## src/rtl/tlb_op_sequencer.sv

```systemverilog
// tlb_op_sequencer
// Runs TLBP/TLBR/TLBWI/TLBWR against the shared TLB array, stalls the memory
// stage while busy, returns probe/read results to CP0 and owns CP0 Random.
module tlb_op_sequencer #(
  parameter int TLB_ENTRIES = 16,
  parameter int IDX_W       = $clog2(TLB_ENTRIES)
) (
  input  logic              clk,
  input  logic              reset,
  input  logic              req_valid,
  input  logic [1:0]        req_op,
  output logic              req_ready,
  output logic              stall,
  input  logic              flush,
  input  logic [31:0]       cp0_index,
  input  logic [31:0]       cp0_entry_hi,
  input  logic [31:0]       cp0_entry_lo0,
  input  logic [31:0]       cp0_entry_lo1,
  input  logic [31:0]       cp0_wired,
  input  logic              wired_we,
  output logic [18:0]       srch_vpn2,
  output logic [7:0]        srch_asid,
  input  logic              srch_hit,
  input  logic [IDX_W-1:0]  srch_idx,
  output logic [IDX_W-1:0]  tlb_rd_idx,
  input  logic [95:0]       tlb_rd_data,
  output logic              tlb_we,
  output logic [IDX_W-1:0]  tlb_wr_idx,
  output logic [95:0]       tlb_wr_data,
  output logic              resp_valid,
  output logic [1:0]        resp_type,
  output logic [31:0]       resp_index,
  output logic [31:0]       resp_entry_hi,
  output logic [31:0]       resp_lo0,
  output logic [31:0]       resp_lo1,
  output logic              done,
  output logic [31:0]       random
);

  localparam logic [1:0] TLBP  = 2'd0;
  localparam logic [1:0] TLBR  = 2'd1;
  localparam logic [1:0] TLBWR = 2'd3;
  localparam logic [IDX_W-1:0] RAND_MAX = IDX_W'(TLB_ENTRIES - 1);

  typedef enum logic [1:0] {IDLE, OP, RESP} state_e;

  state_e           state_q, state_d;
  logic [1:0]       opCode_q;
  logic [31:0]      entryHi_q, entryLo0_q, entryLo1_q;
  logic [IDX_W-1:0] index_q, wrRandom_q, random_q;
  logic [31:0]      respIndex_q, respEntryHi_q, respLo0_q, respLo1_q;

  logic        accept;
  logic        isWrite;
  logic        loadProbe, loadRead;
  logic        randomReload;
  logic [31:0] randomExt;
  logic [31:0] probeIndex;
  logic        unusedIndexBits;

  assign unusedIndexBits = ^cp0_index[31:IDX_W];

  assign accept     = req_valid && req_ready && !flush;
  assign isWrite    = opCode_q[1];
  assign randomExt  = {{(32-IDX_W){1'b0}}, random_q};
  assign random     = randomExt;
  assign probeIndex = srch_hit ? {{(32-IDX_W){1'b0}}, srch_idx} : 32'h8000_0000;

  // Next-state and strobe decode; strobes are masked during reset so an aborted op emits nothing
  always_comb begin
    state_d     = state_q;
    req_ready   = (state_q == IDLE);
    tlb_we      = 1'b0;
    resp_valid  = 1'b0;
    resp_type   = 2'd0;
    done        = 1'b0;
    srch_vpn2   = entryHi_q[31:13];
    srch_asid   = entryHi_q[7:0];
    tlb_rd_idx  = index_q;
    tlb_wr_idx  = (opCode_q == TLBWR) ? wrRandom_q : index_q;
    tlb_wr_data = {entryHi_q, entryLo0_q, entryLo1_q};
    case (state_q)
      IDLE: begin
        if (accept) state_d = OP;
      end
      OP: begin
        if (isWrite) begin
          tlb_we  = !flush && !reset;
          done    = !reset;
          state_d = IDLE;
        end else begin
          state_d = RESP;
        end
      end
      RESP: begin
        resp_valid = !flush && !reset;
        done       = !reset;
        if (resp_valid) resp_type = (opCode_q == TLBP) ? 2'd1 : 2'd2;
        state_d    = IDLE;
      end
      default: state_d = IDLE;
    endcase
    stall = req_valid && !done;
  end

  assign loadProbe = resp_valid && (opCode_q == TLBP);
  assign loadRead  = resp_valid && (opCode_q == TLBR);

  assign resp_index    = loadProbe ? probeIndex          : respIndex_q;
  assign resp_entry_hi = loadRead  ? tlb_rd_data[95:64]  : respEntryHi_q;
  assign resp_lo0      = loadRead  ? tlb_rd_data[63:32]  : respLo0_q;
  assign resp_lo1      = loadRead  ? tlb_rd_data[31:0]   : respLo1_q;

  // State register
  always_ff @(posedge clk) begin
    if (reset) state_q <= IDLE;
    else       state_q <= state_d;
  end

  // Operand capture at accept so later CP0 writes cannot disturb the in-flight op
  always_ff @(posedge clk) begin
    if (reset) begin
      opCode_q   <= 2'd0;
      entryHi_q  <= 32'd0;
      entryLo0_q <= 32'd0;
      entryLo1_q <= 32'd0;
      index_q    <= '0;
      wrRandom_q <= '0;
    end else if (accept) begin
      opCode_q   <= req_op;
      entryHi_q  <= cp0_entry_hi;
      entryLo0_q <= cp0_entry_lo0;
      entryLo1_q <= cp0_entry_lo1;
      index_q    <= cp0_index[IDX_W-1:0];
      wrRandom_q <= random_q;
    end
  end

  // Response data holds its last delivered value between strobes
  always_ff @(posedge clk) begin
    if (reset) begin
      respIndex_q   <= 32'd0;
      respEntryHi_q <= 32'd0;
      respLo0_q     <= 32'd0;
      respLo1_q     <= 32'd0;
    end else begin
      if (loadProbe) respIndex_q <= probeIndex;
      if (loadRead) begin
        respEntryHi_q <= tlb_rd_data[95:64];
        respLo0_q     <= tlb_rd_data[63:32];
        respLo1_q     <= tlb_rd_data[31:0];
      end
    end
  end

  assign randomReload = wired_we || (cp0_wired >= 32'(TLB_ENTRIES - 1)) ||
                        (randomExt == cp0_wired) || (random_q == '0);

  // Random counts down from the top entry to Wired, then wraps back to the top
  always_ff @(posedge clk) begin
    if (reset)             random_q <= RAND_MAX;
    else if (randomReload) random_q <= RAND_MAX;
    else                   random_q <= random_q - 1'b1;
  end

endmodule

```

## config.mk

```make
export PLATFORM = sky130hd
export DESIGN_NAME = tlb_op_sequencer
export DESIGN_NICKNAME = d
export VERILOG_FILES = /design/src/rtl/tlb_op_sequencer.sv
export SDC_FILE = /design/constraint.sdc
export NUM_CORES = 1
export LEC_CHECK = 0
export ABC_CLOCK_PERIOD_IN_PS = 3350
export BUFFER_PORTS_ARGS = -buffer_cell sky130_fd_sc_hd__buf_4
export CAP_MARGIN = 20
export CORE_AREA = 2 2 221 223
export DETAILED_ROUTE_END_ITERATION = 8
export DIE_AREA = 0 0 223 225
export PLACE_DENSITY = 0.48
export SLEW_MARGIN = 20
export SYNTH_ARGS = -nofsm -noshare
export SYNTH_HDL_FRONTEND = slang
export SYNTH_SLANG_ARGS = --single-unit
```

## constraint.sdc

```tcl
create_clock -name clk -period 3.35 [get_ports clk]
set_input_delay 0.67 -clock clk [delete_from_list [all_inputs] [get_ports clk]]
set_output_delay 0.67 -clock clk [all_outputs]
set_load 0.01 [all_outputs]
```

==> Yosys cells after proc, flatten, opt, wreduce, memory -nomap -nowiden <==
Cells that the tools add are included.
{ "totals": {"reg_bits": 240, "latch_bits": 0, "mem_bits_rw": 0, "mem_bits_ro": 0, "inputBits": 268, "elab_cells": 53, "mem_count": 0} }
{ "classes": {"n_addsub": 1, "multipliers": 0, "div": 0, "magnitude_cmp": 1, "n_eq_ne": 6, "shifts": 0, "n_mux": 17, "n_bitwise": 0, "reduce_logical": 16} }
{ "op_table": {"columns": ["op", "n"], "rows": [
  ["32-bit 2-to-1 mux", 5],
  ["4-bit by 32-bit == test with 1-bit output", 1],
  ["32-bit by 4-bit >= comparator with 1-bit output (second input constant)", 1],
  ["2-bit 2-to-1 mux", 5],
  ["1-bit logical AND", 6],
  ["2-bit by 1-bit == test with 1-bit output (second input constant)", 2],
  ["2-bit == test (second input constant)", 2],
  ["2-bit logical NOT", 2],
  ["4-bit logical NOT", 1],
  ["1-bit 2-to-1 mux", 4],
  ["4-bit 2-to-1 mux", 1],
  ["2-bit one-hot mux with 2 select lines", 1],
  ["4-bit by 1-bit subtractor with 4-bit output (second input constant)", 1],
  ["1-bit logical NOT", 3],
  ["1-bit logical OR", 3],
  ["2-bit by 1-bit != test with 1-bit output (second input constant)", 1],
  ["1-bit one-hot mux with 2 select lines", 1],
  ["2-bit OR reduction", 1]
]} }

==> Longest topological paths before layout <==
{ "logic_depth": {"word_depth": 5, "mapped_depth": 9, "mapped_depth_nobuf": 6} }

==> Least setup slack after synthesis <==
OpenSTA, ideal clock, no wires.
{ "synth_timing": {"path_kind": "input -> output", "from": "input port reset", "to": "output port resp_index[22]", "arrival_time_ps": 1925, "slack_ps": 755, "path_stages": 7, "path_buffers": 3, "cell_sequence": "buf_2 or3b_4 buf_6 clkinv_2 nand2_1 clkbuf_1 and2_1"} }
{ "synth_between": {"elab_chain_len": 5} }
{ "synth_rtl": {"columns": ["item", "line", "rtl"], "rows": [
  ["start, declared", "9", "input logic reset,"],
  ["1-bit logical NOT", "96", "resp_valid = !flush && !reset;"],
  ["1-bit logical AND", "96", null],
  ["1-bit 2-to-1 mux", "82", "case (state_q)"],
  ["1-bit logical AND", "106", "assign loadProbe = resp_valid && (opCode_q == TLBP);"],
  ["32-bit 2-to-1 mux", null, null],
  ["end, declared", "32", "output logic [31:0] resp_index,"]
]} }
Every way passes these cells.

==> Worst setup path in the final report <==
{ "layout_timing": {"from": "register state_q[0]", "to": "output port resp_index[31]"} }
{ "layout_between": {"elab_chain_len": 4} }
{ "layout_rtl": {"columns": ["item", "line", "rtl"], "rows": [
  ["start, declared", "47", "state_e state_q, state_d;"],
  ["start signal, assigned", "117", "else state_q <= state_d;"],
  ["2-bit == test", "82", null],
  ["1-bit 2-to-1 mux", "82", null],
  ["1-bit logical AND", "106", null],
  ["32-bit 2-to-1 mux", null, null]
]} }
Every way passes these cells.

==> results.md <==
- Status: completed
- Headroom to the max-slew limit: 39.48%
- Hold WC Path Type: in2reg
- Setup violations, final: 0
- Die ar.: 0.05018 mm^2
- Number of distinct library cells after synthesis: 41
- Register area share after synthesis: 48.48%
- Int Pwr: 5127 uW
- Clock latency on the worst-skew pair: 0.57 ns
- Worst-path clk slew: 0.06 ns
- Fin crit share: 95.78%
- Pwr dens: 455.5 mW/mm^2
- Via total after detailed routing: 9,861
- Die W: 223 um
- Syn Area/Cell: 8.044 um^2
- IO Count: 566
- Hold path start: cp0_entry_lo0[31]
- Data required time at the worst endpoint: 2.68 ns
- CP Max Fanout: 73
- Drt pass-1 iters: 6
- Initial Util: 20.84%
- Design area: 0.01493 mm^2
- Critical Path Start Type: register
- Reg2reg start: state_q[0]
- Clk_skew: 0.01298 ns
- Post-DP HPWL: 25,520 um
- Fin util: 31.40%
- H-Tree Depth: 1
- DRT antenna net count: 0
- Critical setup path kind: reg2out
- Synth top cells by count: nand2_1, dfxtp_1, a21oi_1
- Top_reg_cell synth: dfxtp_1
- Max Cap Violations: 0
- Ant. Diodes: 0
- First-pass GRT wire length: 55,420 um
- Worst setup EP type: output pin
- TNS Setup: 0 ns
- Main area contributors after synthesis: dfxtp_1, nand2_1, a21oi_1
- Tot Pwr: 6800 uW
- CTS tree: done
- Final setup margin: 0.1415 ns
- WL final: 37,140 um
- Leak: 0.006899 uW
- Row cnt: 80
- Slew @ Worst Pin: 0.9077 ns
- Placed Area: 0.01394 mm^2
- Final Hold Fails: 0
- Clk root buf: clkbuf_16
- Part of the power in combinational logic: 10.6%
- Iteration-0 DRC Markers: 363
- Cells after Synth: 1,232
- CP arrival: 2.54 ns
- Ys Warns: 0
- Vias in the first global route: 9,566
- CP startpoint: state_q[0]
- Register bit total from synthesis: 240
- Yosys top cell area share: 48.48%
- Max Root-Sink Buffers: 3
- Post-Place Worst Slack: 0.2892 ns
- Post-synth EDFFs: 0
- Switching Fraction: 24.60%
- Sw power: 1673 uW
- Maximum vdd drop: 0.3548 mV
- CORE AREA: 0.04755 mm^2
- GRT Util Overall: 13.91%
- Fmax: 311.7 MHz
- Final #Nets: 1,939
- Reg power frac: 43.7%
- Unrepaired setup endpoints after global routing: no
- Gr ovfl total: 0
- Fillcell total: 5,080
- Yosys top cell by area: dfxtp_1
- Clock share of power: 45.7%
- Post-synth ARST share: 0%
- Gpl congestion: 0.8041
- Fin crit period: 3.209 ns
- Cts bufs inserted: 29
- Number of vias per cell: 4.284
- Pins Over Slew Limit: 0
- # clock sinks: 240
- Synthesized area: 0.009911 mm^2
- Wire per inst: 16.13 um
- Die outline height: 225 um
- Area Overhead vs Synth: 50.65%
- Most frequent cell after synthesis: nand2_1
- Port bufs: 509
- Initial antenna violation count: 0
- DRC violations left: 0
- Proportion of layout cells with a drive suffix above 1: 37.05%
- Hold Buf Count CTS: 0
- Largest net degree at the start of global routing: 77
==> final timing paths <==
path | end | slack (ns) | cells past startpoint
worst max-delay path | resp_index[31] | 0.14 | 7
worst min-delay path | entryLo0_q[31] | 0.35 | 3
worst max register to register | respIndex_q[8] | 1.23 | 7
worst min register to register | respIndex_q[9] | 0.45 | 1
==> stage by stage <==
stage	hold WS, ns	cells
CTS	0.3111	2302
global route	0.3205	2302
finish	0.3473	2302
detailed placement	0.4363	2249
floorplan	0.4209	1259
global placement	0.4345	2249
==> per-layer routing <==
metal  up-vias  share of wire (%)  GRT usage, %
li1       4895                  -             -
met1      4582                 43         17.47
met2       345                 46         22.95
met3        39                8.1         4.511
met4         0                2.4         3.572
met5         -                  0             0
==> kinds of logic (layout without fill, tap and decap cells) <==
family | Yosys count | count (layout) | synth area share [%]
compound gates | 314 | 314 | 15.92
other cells | 1 | 28 | 0.03784
mux | 4 | 4 | 0.4545
buf+inv | 158 | 585 | 9.317
fa+ha+maj | 4 | 4 | 0.5050
xor+xnor | 5 | 5 | 0.4418
flops | 240 | 240 | 48.48
simple gates | 506 | 507 | 24.85
==> cells in the final DEF, fill, tap and decap left out, drive strengths merged, types with 5 or more instances in the layout <==
cell	instances
a21oi	211
and2	54
buf	527
clkbuf	44
clkinv	5
conb	28
dfxtp	240
inv	8
nand2	317
nand3	97
nand4	10
nor4	9
o21ai	101
==> flip-flops by register name, indices dropped and copies added, names as in the netlist <==
| signal | flops |
|---|---|
| wrRandom_q | 4 |
| random_q | 4 |
| tlb_rd_idx | 4 |
| entryHi_q | 32 |
| entryLo0_q | 32 |
| respLo0_q | 32 |
| respLo1_q | 32 |
| state_q | 2 |
| respIndex_q | 32 |
| entryLo1_q | 32 |
| opCode_q | 2 |
| respEntryHi_q | 32 |
==> repair_timing <==
item | CTS | global route
gates resized for setup | 4 | 5
endpoints found under the setup margin | 120 | 27
cloned | 1 | 0
pin swaps | 0 | 0
setup buffers | 1 | 0
==> critical path: stages, from the launching register on <==
cell	delay [ns]
dfxtp_1	0.32
inv_1	0.13
ha_4	0.22
or3b_4	0.47
buf_12	0.23
or3_1	0.39
nand2_1	0.07
buf_4	0.13
==> final cells by class <==
| cell class | instances | area, um^2 | share of cell area, % |
|---|---|---|---|
| clock buffers | 44 | 872.1 | 5.841 |
| flip-flops and latches | 240 | 4805 | 32.18 |
| multi-input cells | 862 | 4330 | 29.00 |
| well taps | 615 | 769.5 | 5.154 |
| inverters | 7 | 31.28 | 0.2095 |
| repair buffers | 527 | 4055 | 27.16 |
| clock inverters | 7 | 67.56 | 0.4525 |
==> power by group through the flow <==
stage	Clock (uW)	Combinational [uW]	Sequential (uW)
after floorplan	0	296	3050
after global placement	0	722	3030
after detailed placement	0	725	3030
after CTS	3230	732	2970
after global routing	3340	785	2980
final	3110	721	2970
Power figures use the tool's default switching activity.
